`src/rtl/freq_meas_pkg.sv`:
```
// Shared types and constants for the frequency-measurement sequencer.
// Holds the FSM state encoding, Status codes and frame layout.
package freq_meas_pkg;

    localparam logic [7:0] FRAME_HDR = 8'hA5;
    localparam int         FRAME_LEN = 10;

    typedef enum logic [2:0] {
        S_IDLE,
        S_CLEAR,
        S_GATE,
        S_WAIT_DONE,
        S_LATCH,
        S_SEND_REQ,
        S_SEND_ACK,
        S_SEND_WAIT
    } state_t;

    typedef enum logic [1:0] {
        ST_IDLE = 2'b00,
        ST_MEAS = 2'b01,
        ST_SEND = 2'b10,
        ST_ERR  = 2'b11
    } status_t;

    function automatic int max3(input int a, input int b, input int c);
        int m;
        m = (a > b) ? a : b;
        return (m > c) ? m : c;
    endfunction

endpackage

```
`src/rtl/freq_frame_mux.sv`:
```
// Frame byte selector: maps the byte index onto header, counts, checksum.
// Checksum is the XOR of the count bytes with bit0 carrying the error flag.
module freq_frame_mux
    import freq_meas_pkg::*;
(
    input  logic [31:0] sig_cnt,
    input  logic [31:0] base_cnt,
    input  logic        err_flag,
    input  logic [3:0]  idx,
    output logic [7:0]  frame_byte
);

    logic [7:0] csum;

    // XOR of bytes 1..8, error flag folded into bit0
    always_comb begin
        csum = sig_cnt[31:24] ^ sig_cnt[23:16]
             ^ sig_cnt[15:8]  ^ sig_cnt[7:0]
             ^ base_cnt[31:24] ^ base_cnt[23:16]
             ^ base_cnt[15:8]  ^ base_cnt[7:0];
        csum[0] = csum[0] ^ err_flag;
    end

    // Byte select, MSB first
    always_comb begin
        unique case (idx)
            4'd1:    frame_byte = sig_cnt[31:24];
            4'd2:    frame_byte = sig_cnt[23:16];
            4'd3:    frame_byte = sig_cnt[15:8];
            4'd4:    frame_byte = sig_cnt[7:0];
            4'd5:    frame_byte = base_cnt[31:24];
            4'd6:    frame_byte = base_cnt[23:16];
            4'd7:    frame_byte = base_cnt[15:8];
            4'd8:    frame_byte = base_cnt[7:0];
            4'd9:    frame_byte = csum;
            default: frame_byte = FRAME_HDR;
        endcase
    end

endmodule

```
`src/rtl/freq_meas_ctrl.sv`:
```
// Measurement sequencer: clear, gate window, wait for datapath, then
// stream a 10-byte result frame to the SPI sender.
module freq_meas_ctrl #(
    parameter int GATE_CYCLES  = 100_000_000,
    parameter int DONE_TIMEOUT = 1_000_000,
    parameter int ACK_TIMEOUT  = 4096,
    parameter bit AUTO_RESTART = 1'b1
) (
    input  logic        baseClk,
    input  logic        hard_Clr_n,
    input  logic        start,
    output logic        gate,
    output logic        cnt_clr,
    input  logic        cnt_done,
    input  logic [31:0] sigCnt,
    input  logic [31:0] baseCnt,
    output logic [7:0]  data,
    output logic        sendEnable,
    input  logic        sendBusy,
    output logic [1:0]  Status
);
    import freq_meas_pkg::*;

    localparam int TMR_MAX = max3(GATE_CYCLES, DONE_TIMEOUT, ACK_TIMEOUT);
    localparam int TMR_W   = $clog2(TMR_MAX + 1);

    localparam logic [TMR_W-1:0] GATE_LD = TMR_W'(GATE_CYCLES - 1);
    localparam logic [TMR_W-1:0] DONE_LD = TMR_W'(DONE_TIMEOUT - 1);
    localparam logic [TMR_W-1:0] ACK_LD  = TMR_W'(ACK_TIMEOUT - 1);
    localparam logic [3:0]       LAST_IX = 4'(FRAME_LEN - 1);

    state_t           state;
    state_t           state_nxt;
    logic [TMR_W-1:0] tmr;
    logic             tmr_zero;
    logic [3:0]       idx;
    logic [31:0]      sig_q;
    logic [31:0]      base_q;
    logic             err_q;
    logic             ack_err;
    logic             restart_q;
    logic [7:0]       data_q;
    logic [7:0]       frame_byte;

    assign tmr_zero = (tmr == '0);

    freq_frame_mux u_mux (
        .sig_cnt    (sig_q),
        .base_cnt   (base_q),
        .err_flag   (err_q),
        .idx        (idx),
        .frame_byte (frame_byte)
    );

    // State register
    always_ff @(posedge baseClk or negedge hard_Clr_n) begin
        if (!hard_Clr_n) state <= S_IDLE;
        else             state <= state_nxt;
    end

    // Next-state logic
    always_comb begin
        state_nxt = state;
        unique case (state)
            S_IDLE:      if (start || restart_q) state_nxt = S_CLEAR;
            S_CLEAR:     state_nxt = S_GATE;
            S_GATE:      if (tmr_zero) state_nxt = S_WAIT_DONE;
            S_WAIT_DONE: if (cnt_done || tmr_zero) state_nxt = S_LATCH;
            S_LATCH:     state_nxt = S_SEND_REQ;
            S_SEND_REQ:  state_nxt = S_SEND_ACK;
            S_SEND_ACK: begin
                if (sendBusy)      state_nxt = S_SEND_WAIT;
                else if (tmr_zero) state_nxt = S_IDLE;
            end
            S_SEND_WAIT: begin
                if (!sendBusy)
                    state_nxt = (idx == LAST_IX) ? S_IDLE : S_SEND_REQ;
            end
            default:     state_nxt = S_IDLE;
        endcase
    end

    // Shared down-counter: gate length, done timeout, ack timeout
    always_ff @(posedge baseClk or negedge hard_Clr_n) begin
        if (!hard_Clr_n)                      tmr <= '0;
        else if (state == S_CLEAR)            tmr <= GATE_LD;
        else if (state == S_GATE && tmr_zero) tmr <= DONE_LD;
        else if (state == S_SEND_REQ)         tmr <= ACK_LD;
        else if (!tmr_zero)                   tmr <= tmr - 1'b1;
    end

    // Latched counts, byte index, error and restart flags
    always_ff @(posedge baseClk or negedge hard_Clr_n) begin
        if (!hard_Clr_n) begin
            sig_q     <= '0;
            base_q    <= '0;
            err_q     <= 1'b0;
            idx       <= '0;
            data_q    <= '0;
            ack_err   <= 1'b0;
            restart_q <= 1'b0;
        end else begin
            if (state == S_WAIT_DONE && state_nxt == S_LATCH)
                err_q <= !cnt_done;
            if (state == S_LATCH) begin
                sig_q  <= err_q ? '0 : sigCnt;
                base_q <= err_q ? '0 : baseCnt;
                idx    <= '0;
            end
            if (state == S_SEND_WAIT && state_nxt == S_SEND_REQ)
                idx <= idx + 1'b1;
            if (state == S_SEND_REQ)
                data_q <= frame_byte;
            if (state == S_SEND_ACK && state_nxt == S_IDLE)
                ack_err <= 1'b1;
            else if (state == S_IDLE && start)
                ack_err <= 1'b0;
            if (state == S_SEND_WAIT && state_nxt == S_IDLE)
                restart_q <= AUTO_RESTART;
            else if (state == S_IDLE)
                restart_q <= 1'b0;
        end
    end

    // Outputs decoded from state; data holds between requests
    always_comb begin
        gate       = (state == S_GATE);
        cnt_clr    = (state == S_CLEAR);
        sendEnable = (state == S_SEND_REQ);
        data       = sendEnable ? frame_byte : data_q;
        unique case (state)
            S_IDLE:
                Status = ack_err ? ST_ERR : ST_IDLE;
            S_CLEAR, S_GATE, S_WAIT_DONE:
                Status = ST_MEAS;
            default:
                Status = err_q ? ST_ERR : ST_SEND;
        endcase
    end

endmodule

```
`config.mk`:
```
export PLATFORM = sky130hd
export DESIGN_NAME = freq_meas_ctrl
export DESIGN_NICKNAME = d
export VERILOG_FILES = /design/src/rtl/freq_meas_pkg.sv /design/src/rtl/freq_frame_mux.sv /design/src/rtl/freq_meas_ctrl.sv
export SDC_FILE = /design/constraint.sdc
export NUM_CORES = 1
export LEC_CHECK = 0
export CAP_MARGIN = 40
export CORE_ASPECT_RATIO = 1.25
export CORE_MARGIN = 3
export CORE_UTILIZATION = 59
export DETAILED_ROUTE_END_ITERATION = 6
export PLACE_DENSITY = 0.85
export RECOVER_POWER = 100
export SLEW_MARGIN = 20
export SYNTH_ARGS = -nofsm -noshare
export SYNTH_HDL_FRONTEND = slang
export SYNTH_SLANG_ARGS = --single-unit
```
`constraint.sdc`:
```
create_clock -name baseClk -period 6.5 [get_ports baseClk]
set_input_delay 0.65 -clock baseClk [delete_from_list [all_inputs] [get_ports baseClk]]
set_output_delay 0.65 -clock baseClk [all_outputs]
set_load 0.005 [all_outputs]
```
==> flow_summary.toml, run 1 <==
[run_status]
status = "finished with violations"
violations = "max-capacitance violations, max-slew violations"

[synthesis]
ys_top_cells_by_area = "dfrtp_1, a22o_1, xnor2_1, o21ai_0, xor2_1"
synth_area_mm2 = 0.00576
synth_top_cells_by_count = "dfrtp_1, a22o_1, xnor2_1, clkbuf_1, nand2_1"
syn_nets = 618
synth.most_common_cell = "dfrtp_1"
yosysSeqAreaShare = 0.474
synth.top_cell.area_share = 0.474
synth_edf_count = 0
postSynth.asyncResetShare = 1.00
synthCells = 544
syn_avg_cell_area_um2 = 10.6
yosysUniqueCellTypes = 62
ys_ff_latch = 109
ys_warn_count = 0
ys.flop_type = "dfrtp_1"
synth_top_area_cell = "dfrtp_1"

[min_path]
hold_depth = 2
hold_start = "data_q[3]"
holdPathEnd = "data_q[3]"
hold_class = "register to register"

[floorplanning]
fp.coreArea_mm2 = 0.00932
die-area_mm2 = 0.0110
dieWidth_um = 94.4
ioPinCount = 82
initial_core_util = 0.618
dieHeight_um = 116
std_cell_rows = 39

[grt]
grt_pass1_wl_um = 23400
antenna_found_initial = 0
grt_overflow = 0
globalRouteTotalUtil = 0.278
grt_pass1_vias = 4613
grt_max_degree = 67

[drt]
avgRoutedWirePerCell_um = 20.0
ant_nets = 0
vias = 4679
initialDrtViolationCount = 386
drt-pass1-iter-count = 5
viasPerCell = 6.41
wl_um = 14600
drcViolationCount = 0

[critical_path]
critical-path-max-stage-delay_ns = 0.63
reg2reg_depth = 4
path_class = "register to output port"
reg2reg_to = "tmr[13]"
worstSetupEndpointType = "output port"
cp_slowest_cell = "ha_1"
rr_startpoint = "tmr[14]"
cp.required_ns = 5.85
r2r_slack_ns = 2.71
cp_data_arrival_time_ns = 3.31
worstPathMaxFanout = 19
crit_path_start_kind = "register"
path_cells = "inv_1 > ha_1 > nand2_1 > nor2_1 > a211oi_1 > o21ai_0 > dlygate4sd3_1"

[placed_design]
place_inst = 714
gp_congestion = 0.897
numPortBuffers = 81
dpl.hpwl_um = 10500

[clock_network]
cts_inserted_buffers = 9
postCtsHoldBufs = 0
clk_latency_ns = 0.34
cts_resized = 0
cts.reportedPaths.clkPinSlew_ns = 0.07
cts_setup_buffers = 0
clkSinkCount = 109
clockRootBuffer = "clkbuf_16"
cts_tree = "yes"
cts_buffer_depth = 2
htree_levels = 3

[timing]
hold_viol_final = 0
skew_ns = 0.00531
worstMarginPinSlew_ns = 2.72
rsz0062_at_grt = "false"
finalMaxSlewViolations = 116
fin_setup_tns_ns = 0
fin_crit_ns = 3.96
max_freq_mhz = 253
finalSetupViolCount = 0
period_share = 0.609
relSlewSlack = -0.813

[pwr]
p_comb_frac = 0.464
seq_power_share = 0.377
p_clk_frac = 0.158
p_switching_mw = 1.30
netSwitchingFraction = 0.387
cellLeakagePower_nw = 2.78
ir_worst_vdd_mv = 0.260
p_per_area_mw_per_mm2 = 489
p_int_mw = 2.05

[flow_run]
maxCapViolCount = 2

[finish]
final_net_count = 677
antenna_cells = 0
area_growth_pct = 18.9
instances_no_fill = 730
fillerInstances = 685
layout-drive-gt1-share = 0.0544
[area by class of cell]
class	instances	area [um^2]	share of cell area
repair buffers	86	851	0.124
inverters	10	37.5	0.00548
clock inverters	5	52.6	0.00768
multi-input cells	387	2800	0.408
clock buffers	10	229	0.0334
well taps	123	154	0.0225
flip-flops and latches	109	2730	0.398
[power by group through the flow]
stage / clock (mW) / combinational, mW / sequential, mW
after floorplan: 0 / 1.25 / 1.14
after global placement: 0 / 1.53 / 1.25
after detailed placement: 0 / 1.57 / 1.27
after CTS: 0.537 / 1.58 / 1.26
after global routing: 0.564 / 1.71 / 1.29
final: 0.531 / 1.56 / 1.26
[how the worst max path moves through the flow]
stage                         end  cells past startpoint    start  slack (ns)
after floorplan           data[0]                      9   idx[1]        3.90
after global placement    data[0]                      7   idx[1]        3.13
final                     data[0]                      7   idx[1]        2.54
after global routing      tmr[13]                      4  tmr[14]        2.33
after detailed placement  data[0]                      7   idx[1]        3.03
after CTS                 data[0]                      7   idx[1]        2.64
[cells by family (layout without fill, tap and decap cells)]
kind of cell	Yosys count	count (layout)	share of synthesized area
multiplexers	3	3	0.00587
flip-flops	109	109	0.474
buffers and inverters	48	111	0.0343
adder cells (fa/ha/maj)	5	5	0.0109
AND/OR/NAND/NOR	126	126	0.129
XOR/XNOR	73	73	0.113
AO/OA/AOI/OAI	180	180	0.233
[per-stage QoR]
step / util / power (mW) / cell area (um^2) / hold slack (ns) / setup slack, ns
floorplan: - / 2.39 / 5760 / 0.354 / 3.90
global placement: 0.708 / 2.79 / 6600 / 0.500 / 3.13
detailed placement: 0.708 / 2.84 / 6600 / 0.508 / 3.03
CTS: 0.738 / 3.38 / 6880 / 0.347 / 2.64
global route: 0.735 / 3.57 / 6850 / 0.543 / 2.33
finish: 0.735 / 3.35 / 6850 / 0.519 / 2.54
[sequential cells by signal, indices dropped and copies added (netlist names)]
register and flops:
state 3, tmr 27, base_q 32, err_q 1, idx 4, sig_q 32, ack_err 1, restart_q 1
data_q 8
[worst max-delay path: cells and delay by family, from the launching register on]
family          cells  cell delay, ns
compound gates      2            0.50
fa+ha+maj           1            0.63
buf+inv             2            0.72
flops               1            0.44
simple gates        2            0.66
[layer usage]
layer  vias up  part of all wire  global-route usage
li1       2144                 -                   -
met1      2327              0.39               0.347
met2       176              0.53               0.481
met3        32             0.043              0.0303
met4         0             0.036               0.141
met5         -                 0                   0
[cell usage in the layout (no fill, tap or decap), drive strengths merged, types with 10 or more instances in the layout]
| master | count |
|---|---|
| clkbuf | 14 |
| inv | 10 |
| dfrtp | 109 |
| clkdlybuf4s50 | 68 |
| nor4 | 10 |
| a21oi | 22 |
| nand3 | 13 |
| a22o | 72 |
| dlygate4sd3 | 12 |
| nor3 | 15 |
| xor2 | 13 |
| nand2 | 26 |
| nor2 | 21 |
| xnor2 | 59 |
| o21ai | 38 |
(Power assumes the default switching activity.)
==> inputs of run 2 (changes only) <==
--- a/config.mk
+++ b/config.mk
@@ -8,9 +8,9 @@
 export CAP_MARGIN = 40
 export CORE_ASPECT_RATIO = 1.25
 export CORE_MARGIN = 3
-export CORE_UTILIZATION = 59
+export CORE_UTILIZATION = 55
 export DETAILED_ROUTE_END_ITERATION = 6
-export PLACE_DENSITY = 0.85
+export PLACE_DENSITY = 0.8
 export RECOVER_POWER = 100
 export SLEW_MARGIN = 20
 export SYNTH_ARGS = -nofsm -noshare
==> constraint.sdc (replaced) <==
create_clock -name baseClk -period 3.8 [get_ports baseClk]
set_input_delay 0.38 -clock baseClk [delete_from_list [all_inputs] [get_ports baseClk]]
set_output_delay 0.38 -clock baseClk [all_outputs]
set_load 0.005 [all_outputs]
==> run 2 against run 1 <==
Against the previous run:
- the run ends with design-rule violations, max-capacitance violations, max-slew violations left
- sequential power is 73% higher
- via count is 1.8% lower
- clock skew is 0.0017 ns higher
- largest power group unchanged
- critical endpoint is now data[7]
==> flow_summary.toml, run 2 (synthesis gave the netlist of run 1 again) <==
[placed_design]
dpl_cell_area_mm2 = 0.00663
dpl.hpwl_um = 10500
numPortBuffers = 81
place_inst = 723
gp_congestion = 0.891
post-place-ws_ns = 0.872

[drt]
ant_nets = 0
viasPerCell = 6.23
initialDrtViolationCount = 418
drt-pass1-iter-count = 7
avgRoutedWirePerCell_um = 19.2
wl_um = 14200
vias = 4597
drcViolationCount = 12

[clock_network]
cts_inserted_buffers = 9
cts.reportedPaths.clkPinSlew_ns = 0.06
cts_tree = "yes"
htree_levels = 3
clkSinkCount = 109
clk_latency_ns = 0.34
clockRootBuffer = "clkbuf_16"
cts_resized = 0
cts_buffer_depth = 2
cts_setup_buffers = 0
postCtsHoldBufs = 0

[finish]
fillerInstances = 781
final_cell_mix = "dfrtp_1, a22o_1, clkdlybuf4s50_1, xnor2_1, o21ai_0"
multi_input_area_mm2 = 0.00280
regArea_mm2 = 0.00273
final_common_cell = "dfrtp_1"
fin_area_mm2 = 0.00690
layout-drive-gt1-share = 0.0558
area_growth_pct = 19.7
instances_no_fill = 738
antenna_cells = 0
final_util = 0.679
final_net_count = 679
top_regs = "base_q x32, sig_q x32, tmr x27"

[critical_path]
cp_slowest_cell = "dlygate4sd3_1"
path_class = "register to output port"
path_common_cell = "a21oi_1"
path_cells = "inv_1 > ha_1 > nor3_1 > a22oi_1 > o221ai_1 > a21oi_1 > a21oi_1 > dlygate4sd3_1"
cp.required_ns = 3.42
critical-path-max-stage-delay_ns = 0.58
worstSetupEndpointType = "output port"
cp_data_arrival_time_ns = 3.06
critPathTopFamily = "compound AO/OA/AOI/OAI gates"
critPathBufInv = 2
crit_path_start_kind = "register"
r2r_slack_ns = 0.56
worstPathMaxFanout = 16

[grt]
antenna_found_initial = 0
grt_overflow = 0
grt_max_degree = 65
grt_pass1_wl_um = 23200
globalRouteTotalUtil = 0.247
grt_pass1_vias = 4562

[timing]
skew_ns = 0.00699
finalMaxSlewViolations = 91
worstMarginPinSlew_ns = 2.66
setup_ws_ns = 0.358
fin_setup_tns_ns = 0
fin_hold_ws_ns = 0.516
max_freq_mhz = 290
rsz0062_at_grt = "false"
fin_crit_ns = 3.44
period_share = 0.906
hold_viol_final = 0
relSlewSlack = -0.770
finalSetupViolCount = 0

[pwr]
cellLeakagePower_nw = 2.80
ir_worst_vdd_mv = 0.429
total_power_mw = 5.86
p_per_area_mw_per_mm2 = 850

[floorplanning]
fp.coreArea_mm2 = 0.0102
std_cell_rows = 41
ioPinCount = 82
die-area_mm2 = 0.0117
initial_core_util = 0.567
dieHeight_um = 120
dieWidth_um = 97.5

[min_path]
hold_class = "register to register"

[run_status]
violations = "design-rule violations, max-capacitance violations, max-slew violations"
status = "finished with violations"

[flow_run]
maxCapViolCount = 2
run 2: changes by cell type in the layout (fill, tap and decap cells not counted), sizes merged:
| cell | delta |
|---|---|
| dlygate4sd3 | -2 |
| clkinv | -1 |
| clkinvlp | -1 |
| clkdlybuf4s50 | +2 |
| clkbuf | +3 |
| bufinv | +2 |
| buf | -1 |
run 2: layout make-up:
type / count / area share
timing repair buffer: 88 / 0.122
tap: 129 / 0.0234
multi-input combinational: 387 / 0.406
sequential: 109 / 0.396
clock inverter: 5 / 0.0145
inverter: 10 / 0.00544
clock buffer: 10 / 0.0332
run 2: routing by layer:
| layer | global-route usage | vias to the layer above | wire length [um] |
|---|---|---|---|
| met4 | 0.113 | 0 | 515 |
| met1 | 0.301 | 2232 | 5660 |
| met5 | 0 | - | 0 |
| met2 | 0.429 | 178 | 7410 |
| li1 | - | 2143 | - |
| met3 | 0.0381 | 44 | 615 |
run 2: path summary, 6_finish.rpt:
kind	startpoint	to	cells after the start
max in group asynchronous	hard_Clr_n	sig_q[3]	2
worst min register to register	data_q[0]	data_q[0]	2
worst max register to register	tmr[18]	tmr[22]	4
min in group asynchronous	hard_Clr_n	tmr[6]	1
worst max-delay path	idx[0]	data[7]	8
worst min-delay path	data_q[0]	data_q[0]	2
run 2: tightest hold or removal path, stage by stage, from the launching register on:
cell and delay, ns:
dfrtp_1 0.33, nand2_1 0.05, o21ai_0 0.09
run 2: power by group:
part | total [mW] | internal [mW] | switching (mW)
Combinational | 2.65 | 1.40 | 1.24
Sequential | 2.18 | 1.61 | 0.572
Clock | 1.03 | 0.639 | 0.396
==> inputs of run 3 (changes only) <==
--- a/config.mk
+++ b/config.mk
@@ -8,11 +8,13 @@
 export CAP_MARGIN = 40
 export CORE_ASPECT_RATIO = 1.25
 export CORE_MARGIN = 3
-export CORE_UTILIZATION = 55
+export CORE_UTILIZATION = 56
 export DETAILED_ROUTE_END_ITERATION = 6
-export PLACE_DENSITY = 0.8
+export GPL_TIMING_DRIVEN = 0
+export PLACE_DENSITY = 0.81
 export RECOVER_POWER = 100
 export SLEW_MARGIN = 20
 export SYNTH_ARGS = -nofsm -noshare
 export SYNTH_HDL_FRONTEND = slang
+export SYNTH_HIERARCHICAL = 1
 export SYNTH_SLANG_ARGS = --single-unit
==> run 3 against run 2 <==
Against the previous run:
- the flow finishes with violations (max-capacitance violations, max-slew violations)
- sequential power is 3% higher
- sequential share of layout area is 3.7 points lower
- sequential cell count did not move
- via count increased by 19%
- fmax down 0.96%
- die area rose by 7.5%
- setup slack got worse by 0.033 ns
- final cell count increased by 26%
- largest power group unchanged
- highest routed layer unchanged
==> flow_summary.toml, run 3 <==
[timing]
hold_viol_final = 0
worstMarginPinSlew_ns = 2.39
setup_ws_ns = 0.324
finalMaxSlewViolations = 43
finalSetupViolCount = 0
rsz0062_at_grt = "false"
period_share = 0.915
relSlewSlack = -0.592
fin_crit_ns = 3.48
skew_ns = 0.00795
fin_setup_tns_ns = 0
max_freq_mhz = 288

[critical_path]
reg2reg_to = "tmr[26]"
cp_slowest_cell = "dfrtp_1"
worstPathMaxFanout = 11
cp_data_arrival_time_ns = 3.10
cp.required_ns = 3.42
crit_path_start_kind = "register"
critical-path-max-stage-delay_ns = 0.60
path_cells = "buf_4 > clkbuf_1 > nor2_1 > o32ai_1 > o221ai_1 > mux2_1 > dlygate4sd3_1"
path_class = "register to output port"
worstSetupEndpointType = "output port"
rr_startpoint = "tmr[4]"
r2r_slack_ns = 0.98
reg2reg_depth = 7

[finish]
final_cell_mix = "nand2_1, dfrtp_1, o21ai_0, clkdlybuf4s50_1, xnor2_1"
top_regs = "base_q x32, sig_q x32, tmr x27"
final_util = 0.703
layout-drive-gt1-share = 0.0628
antenna_cells = 0
final_common_cell = "nand2_1"
instances_no_fill = 928
area_growth_pct = 20.3
fillerInstances = 883
final_net_count = 863

[drt]
initialDrtViolationCount = 294
vias = 5488
top_layer_used = "met4"
wl_met3_um = 654
avgRoutedWirePerCell_um = 18.6
drcViolationCount = 0
ant_nets = 0
met2_wirelength_um = 8980
wl_met1_um = 6690
drt-pass1-iter-count = 5
viasPerCell = 5.91
wl_um = 17200

[clock_network]
cts_buffer_depth = 2
htree_levels = 3
cts_tree = "yes"
cts.reportedPaths.clkPinSlew_ns = 0.07
cts_inserted_buffers = 9
clockRootBuffer = "clkbuf_16"
clk_latency_ns = 0.35
clkSinkCount = 109

[floorplanning]
ioPinCount = 82
dieWidth_um = 101
std_cell_rows = 42
die-area_mm2 = 0.0126
fp.coreArea_mm2 = 0.0108
initial_core_util = 0.585
dieHeight_um = 125

[synthesis]
ys_warn_count = 6
synth_area_mm2 = 0.00633
synth_top_cells_by_count = "nand2_1, dfrtp_1, o21ai_0, xnor2_1, clkbuf_1"
yosysSeqAreaShare = 0.431
synthCells = 697
postSynth.asyncResetShare = 1.00
syn_nets = 769
synth_edf_count = 0
syn_avg_cell_area_um2 = 9.08
ys.flop_type = "dfrtp_1"
synth.top_cell.area_share = 0.431
ys_top_cells_by_area = "dfrtp_1, nand2_1, xnor2_1, o21ai_0, xor2_1"
ys_ff_latch = 109
yosysUniqueCellTypes = 81
synth.most_common_cell = "nand2_1"
synth_top_area_cell = "dfrtp_1"

[run_status]
violations = "max-capacitance violations, max-slew violations"
status = "finished with violations"

[placed_design]
post-place-ws_ns = 0.898
gp_congestion = 0.950
numPortBuffers = 81
dpl.hpwl_um = 13300
place_inst = 911

[grt]
grt_pass1_wl_um = 28100
grt_overflow = 0
antenna_found_initial = 0
grt_pass1_vias = 5624
globalRouteTotalUtil = 0.284
grt_max_degree = 68

[min_path]
holdPathEnd = "data_q[2]"
hold_class = "register to register"
hold_start = "data_q[2]"
hold_depth = 1

[pwr]
cellLeakagePower_nw = 3.29
total_power_mw = 6.31
ir_worst_vdd_mv = 0.453
p_per_area_mw_per_mm2 = 829

[flow_run]
maxCapViolCount = 1
## run 3: cell count changes after synthesis, sizes merged, moves of 6 or more
cell	previous run	this run
nand2	26	151
xnor2	59	51
a22o	72	2
o21ai	38	94
mux2	3	9
xor2	13	23
mux2i	0	8
nand2b	6	12
buf	9	18
a222oi	6	0
## run 3: worst max-delay path by stage
stage / startpoint / end / cells past startpoint
after global routing: idx[1] / data[7] / 8
after CTS: idx[1] / data[3] / 7
final: idx[0] / data[5] / 7
after floorplan: idx[2] / data[5] / 6
after global placement: hard_Clr_n / base_q[5] / 1
after detailed placement: idx[1] / data[3] / 7
## run 3: kinds of logic (layout without fill, tap and decap cells)
| kind of cell | Yosys count | count (layout) | share of synthesized area |
|---|---|---|---|
| adder cells (fa/ha/maj) | 3 | 3 | 0.00593 |
| XOR/XNOR | 75 | 75 | 0.106 |
| AND/OR/NAND/NOR | 265 | 265 | 0.208 |
| buffers and inverters | 58 | 157 | 0.0459 |
| flip-flops | 109 | 109 | 0.431 |
| AO/OA/AOI/OAI | 168 | 168 | 0.167 |
| multiplexers | 19 | 19 | 0.0358 |
## run 3: through the flow
| stage | cell area [um^2] | hold slack, ns |
|---|---|---|
| 2_1_floorplan | 6330 | 0.0844 |
| 3_3_place_gp | 7310 | 0.482 |
| 3_5_place_dp | 7340 | 0.321 |
| 4_1_cts | 7690 | 0.507 |
| 5_1_grt | 7610 | 0.531 |
| 6_report | 7610 | 0.498 |
## run 3: worst max-delay path: cells and delay by family (launching register included)
kind | cells | cell delay, ns
compound gates | 2 | 0.37
buf+inv | 3 | 1.29
flops | 1 | 0.60
mux | 1 | 0.37
simple gates | 1 | 0.10
## run 3: layout make-up
type	count	area, um^2	share of cell area
Clock inverter	6	111	0.0146
Sequential cell	109	2730	0.358
Timing Repair Buffer	83	842	0.111
Clock buffer	10	229	0.0301
Buffer	45	214	0.0281
Multi-Input combinational cell	530	3280	0.430
Inverter	13	48.8	0.00641
Tap cell	132	165	0.0217
## run 3: what timing repair did
action                                  in CTS  in global routing
endpoints found under the setup margin       0                  0
endpoints found under the hold margin       42                  0
resized for setup                            0                  0
hold buffers                                 1                  0
setup buffers                                0                  0
## run 3: metal layers
layer / GRT usage / vias up
met5: 0 / -
met2: 0.489 / 159
met3: 0.0286 / 52
met4: 0.155 / 0
li1: - / 2607
met1: 0.341 / 2670
## run 3: power by group
group | total (mW) | internal (mW) | switching [mW]
registers | 2.25 | 1.66 | 0.592
clock network | 1.07 | 0.645 | 0.429
logic | 2.99 | 1.46 | 1.53
